--- src/rtl/mux16_4way_rr_arbiter.sv ---
// Round-robin 4:1 mux feeding a registered valid/ready output stage with per-requester ack.
// Define ARB_LOCK_EN to add a 'lock' input that keeps priority on the granted requester (bursts).
module mux16_4way_rr_arbiter #(
  parameter int         WIDTH     = 16,
  parameter logic [1:0] RESET_PTR = 2'd0
) (
  input  logic             clk,
  input  logic             rst_n,
  input  logic [3:0]       req,
  input  logic [WIDTH-1:0] a,
  input  logic [WIDTH-1:0] b,
  input  logic [WIDTH-1:0] c,
  input  logic [WIDTH-1:0] d,
`ifdef ARB_LOCK_EN
  input  logic [3:0]       lock,
`endif
  output logic [WIDTH-1:0] out,
  output logic             out_valid,
  input  logic             out_ready,
  output logic [1:0]       sel,
  output logic [3:0]       grant,
  output logic [3:0]       ack,
  output logic             busy
);

  typedef enum logic {ST_IDLE, ST_XFER} state_t;

  state_t           r_state;
  logic [WIDTH-1:0] r_out;
  logic             r_valid;
  logic [1:0]       r_sel;
  logic [1:0]       r_ptr;

  logic [1:0]       w_pick;
  logic [WIDTH-1:0] w_data;
  logic [1:0]       w_next_ptr;

  // Walk from the lowest-priority offset down so the first hit after r_ptr wins.
  always_comb begin
    w_pick = r_ptr;
    for (int i = 3; i >= 0; i--) begin
      if (req[r_ptr + 2'(i)]) begin
        w_pick = r_ptr + 2'(i);
      end
    end
  end

  always_comb begin
    w_data = a;
    case (w_pick)
      2'd0:    w_data = a;
      2'd1:    w_data = b;
      2'd2:    w_data = c;
      default: w_data = d;
    endcase
  end

`ifdef ARB_LOCK_EN
  assign w_next_ptr = (lock[r_sel] && req[r_sel]) ? r_sel : r_sel + 2'd1;
`else
  assign w_next_ptr = r_sel + 2'd1;
`endif

  always_ff @(posedge clk or negedge rst_n) begin
    if (!rst_n) begin
      r_state <= ST_IDLE;
      r_out   <= '0;
      r_valid <= 1'b0;
      r_sel   <= 2'd0;
      r_ptr   <= RESET_PTR;
    end else begin
      case (r_state)
        ST_IDLE: begin
          if (|req) begin
            r_sel   <= w_pick;
            r_out   <= w_data;
            r_valid <= 1'b1;
            r_state <= ST_XFER;
          end
        end
        ST_XFER: begin
          // Data stays captured until the consumer takes it; out is not cleared afterwards.
          if (out_ready) begin
            r_valid <= 1'b0;
            r_ptr   <= w_next_ptr;
            r_state <= ST_IDLE;
          end
        end
        default: r_state <= ST_IDLE;
      endcase
    end
  end

  assign out       = r_out;
  assign out_valid = r_valid;
  assign sel       = r_sel;
  assign grant     = r_valid ? (4'b0001 << r_sel) : 4'b0000;
  assign ack       = grant & {4{out_ready}};
  assign busy      = (r_state == ST_XFER);

endmodule
--- config.mk ---
export PLATFORM = sky130hd
export DESIGN_NAME = mux16_4way_rr_arbiter
export DESIGN_NICKNAME = d
export VERILOG_FILES = /design/src/rtl/mux16_4way_rr_arbiter.sv
export SDC_FILE = /design/constraint.sdc
export NUM_CORES = 1
export LEC_CHECK = 0
export CORE_UTILIZATION = 25
export DETAILED_ROUTE_END_ITERATION = 12
export PLACE_DENSITY = 0.56
export SYNTH_ARGS = -nofsm -noshare
export SYNTH_HDL_FRONTEND = slang
export SYNTH_SLANG_ARGS = --single-unit
--- constraint.sdc ---
create_clock -name clk -period 5.3 [get_ports clk]
set_input_delay 1.59 -clock clk [delete_from_list [all_inputs] [get_ports clk]]
set_output_delay 1.59 -clock clk [all_outputs]
set_load 0.02 [all_outputs]
==> summary.txt, run 1 <==
Sequential share of the synthesized area: 33.06%
Sw Pwr: 446.7 µW
First-pass GRT wire length: 8438 µm
CP dominant cell by count: clkdlybuf4s50_1
Tmin final: 4.516 ns
Fin. max-slew vios: 0
Highest routed layer: met4
Area leader, netlist: dfrtp_1
Die Wd: 83.62 µm
Pin count of the biggest net entering global routing: 34
CORE AREA: 0.006386 mm²
Peak fanout along the critical path: 6
1st-pass router iterations: 4
Max Cap Violations: 0
IO Port Bufs: 98
Total die area: 0.006991 mm²
Drt total wl: 5265 µm
CTS sink cnt: 22
Synth Cell Area: 0.001665 mm²
Initial cell density of the core: 26.08%
CTS buffer count: 3
Status: finished clean
Clock power frac: 10.1%
Worst VDD drop: 0.1841 mV
CP delay by family, top: buffers and inverters
Critical path arrival: 2.93 ns
RSZ-0062 raised after global routing: false
Wire length on met3: 250 µm
Layout cells sized above 1: 9.960%
Seq cells post-synth: 22
Synth top area share: 33.06%
Kind of end point of the critical path: output port
Postcts setup bufs: 0
P_int: 618.5 µW
Residual DRC: 0
Final Hold Viols: 0
Critical path launch point type: primary input
Antenna fix cells: 0
Routed WL per cell: 16.05 µm
Power Density: 393.2 mW/mm²
Combinational Power Share: 62.3%
TNS Setup: 0 ns
Slowest-stage cell, CP: clkdlybuf4s50_1
Post-DP HPWL: 3578 µm
Die Span Y: 83.62 µm
Mapped Cells: 159
Grt ovf: 0
Post-Syn Area per Cell: 10.47 µm²
Worst relative slew slack: 20.81%
WL met1: 2319 µm
Largest stage delay, worst path: 0.60 ns
Final critical-path share of the clock period: 85.21%
Routed Antenna Nets: 0
Crit path buf inv count: 2
Worst skew pair latency: 0.26 ns
Syn_nets: 234
Synth cell types: 35
CTS tree: built
Nets: 328
Vias per cell: 4.951
Worst hold slack: 0.5525 ns
Switching Fraction: 41.94%
Root Driver: clkbuf_8
Placed cell areas: 0.002668 mm²
Row count: 29
H-tree depth: 1
Post-cts repair resize count: 0
Reg power frac: 27.6%
Most frequent cells in the layout: clkdlybuf4s50_1, dfrtp_1, and2_1
Cts hold-fix bufs: 0
Critical Path RT: 3.71 ns
Fmax: 221.4 MHz
Commonest non-fill, non-tap cell in the layout: clkdlybuf4s50_1
Vias in the first global route: 1682
Top-level port count: 99
GPL Wtd Cong: 0.6780
GRT Total Usage: 14.90%
Via count: 1624
Leak pwr: 1.096 nW
Hold Crit Class: flip-flop to flip-flop
Area growth syn-to-layout: 62.66%
Clock Skew: 0.002538 ns
Initial antenna violation count: 0
Largest cells by area after synthesis: dfrtp_1, mux2i_1, o211ai_2
DRT iter0 DRCs: 43
Setup violations, final: 0
Wire length on met2: 2658 µm
CP Class: primary input to output port
Clk pin slew, worst setup/hold paths: 0.08 ns
Slew @ Worst Pin: 1.188 ns
Total power: 1.065 mW
Design Area, Final: 0.002709 mm²
Cell Chain, Critical Path: clkdlybuf4s50_1, and3_1, clkdlybuf4s50_1
Yosys Warn Count: 0
Clock Path Buffers: 2
synthesized netlist by cell type:
| cell type | number |
|---|---|
| a41oi_1 | 16 |
| o21ai_0 | 1 |
| buf_2 | 3 |
| nand2b_1 | 1 |
| o21ai_4 | 1 |
| or2_1 | 1 |
| buf_4 | 2 |
| nor2b_1 | 3 |
| nand2_1 | 3 |
| a21o_1 | 1 |
| buf_6 | 4 |
| dfrtp_1 | 22 |
| inv_1 | 5 |
| nor4_1 | 1 |
| o211ai_1 | 3 |
| o211ai_2 | 13 |
| mux2i_1 | 17 |
| buf_8 | 1 |
| nor2_1 | 2 |
| ha_1 | 4 |
| nand3_1 | 16 |
| and2_4 | 1 |
| o21a_1 | 3 |
| o21ai_1 | 1 |
| a2111o_1 | 1 |
| a211oi_4 | 1 |
| and2_1 | 20 |
| nor3b_1 | 1 |
| mux2_2 | 1 |
| clkbuf_1 | 2 |
| a2111oi_4 | 1 |
| and3_1 | 4 |
| o22ai_1 | 1 |
| o22ai_2 | 1 |
| a21oi_1 | 1 |
final timing paths:
path                            from     end  slack, ns  cells past startpoint
setup reg to reg                busy  out[1]       2.95                      4
max in group asynchronous      rst_n  out[5]       3.38                      2
setup / recovery           out_ready  ack[3]       0.78                      3
hold / removal                  busy    busy       0.55                      1
hold reg to reg                 busy    busy       0.55                      1
min in group asynchronous      rst_n  out[0]       1.67                      2
kinds of logic after synthesis:
kind of cell    count (synthesis)  share of synthesized area, %
compound gates                 45                         27.87
fa+ha+maj                       4                         3.005
buf+inv                        17                         6.987
flops                          22                         33.06
mux                            18                         10.89
simple gates                   53                         18.18
worst reg2reg max path: stages (launching register included):
cell	delay [ns]
dfrtp_1	0.43
or2_1	0.51
a2111oi_4	1.02
nand3_1	0.20
o211ai_2	0.11
sequential cells by signal, indices dropped and copies added, names as in the netlist:
signal / cells
out_valid: 1
out: 16
r_ptr: 2
sel: 2
busy: 1
layer usage:
metal,GRT usage [%],up-vias
li1,-,791
met1,18.25,783
met2,26.83,48
met3,2.374,2
met4,4.160,0
met5,0,-
stage by stage:
step	utilization [%]	setup slack, ns	std cells
final	42.42	0.7841	328
after detailed placement	41.77	0.7859	325
after global routing	42.42	0.7409	328
after global placement	41.77	0.7878	325
after floorplan	-	1.867	159
after CTS	42.42	0.7794	328
final cells by class:
cell class | count | area [µm²]
inverters | 5 | 18.77
well taps | 77 | 96.34
flip-flops and latches | 22 | 550.5
repair buffers | 101 | 1003
clock buffers | 3 | 41.29
fillers | 640 | 3677
multi-input cells | 120 | 998.5
power groups by stage:
stage,combinational [mW],sequential (mW),clock [mW]
after floorplan,0.347,0.363,0
after global placement,0.669,0.295,0
after detailed placement,0.672,0.296,0
after CTS,0.674,0.294,0.113
after global routing,0.712,0.302,0.120
final,0.663,0.294,0.108
No activity file was read; power rests on OpenSTA's default activity.
==> run 2, diff against run 1 <==
Settings changed: CTS_CLUSTER_SIZE set to 16.
==> results of run 2 <==
Same layout as run 1: the final DEF is identical, and so are final timing and power.
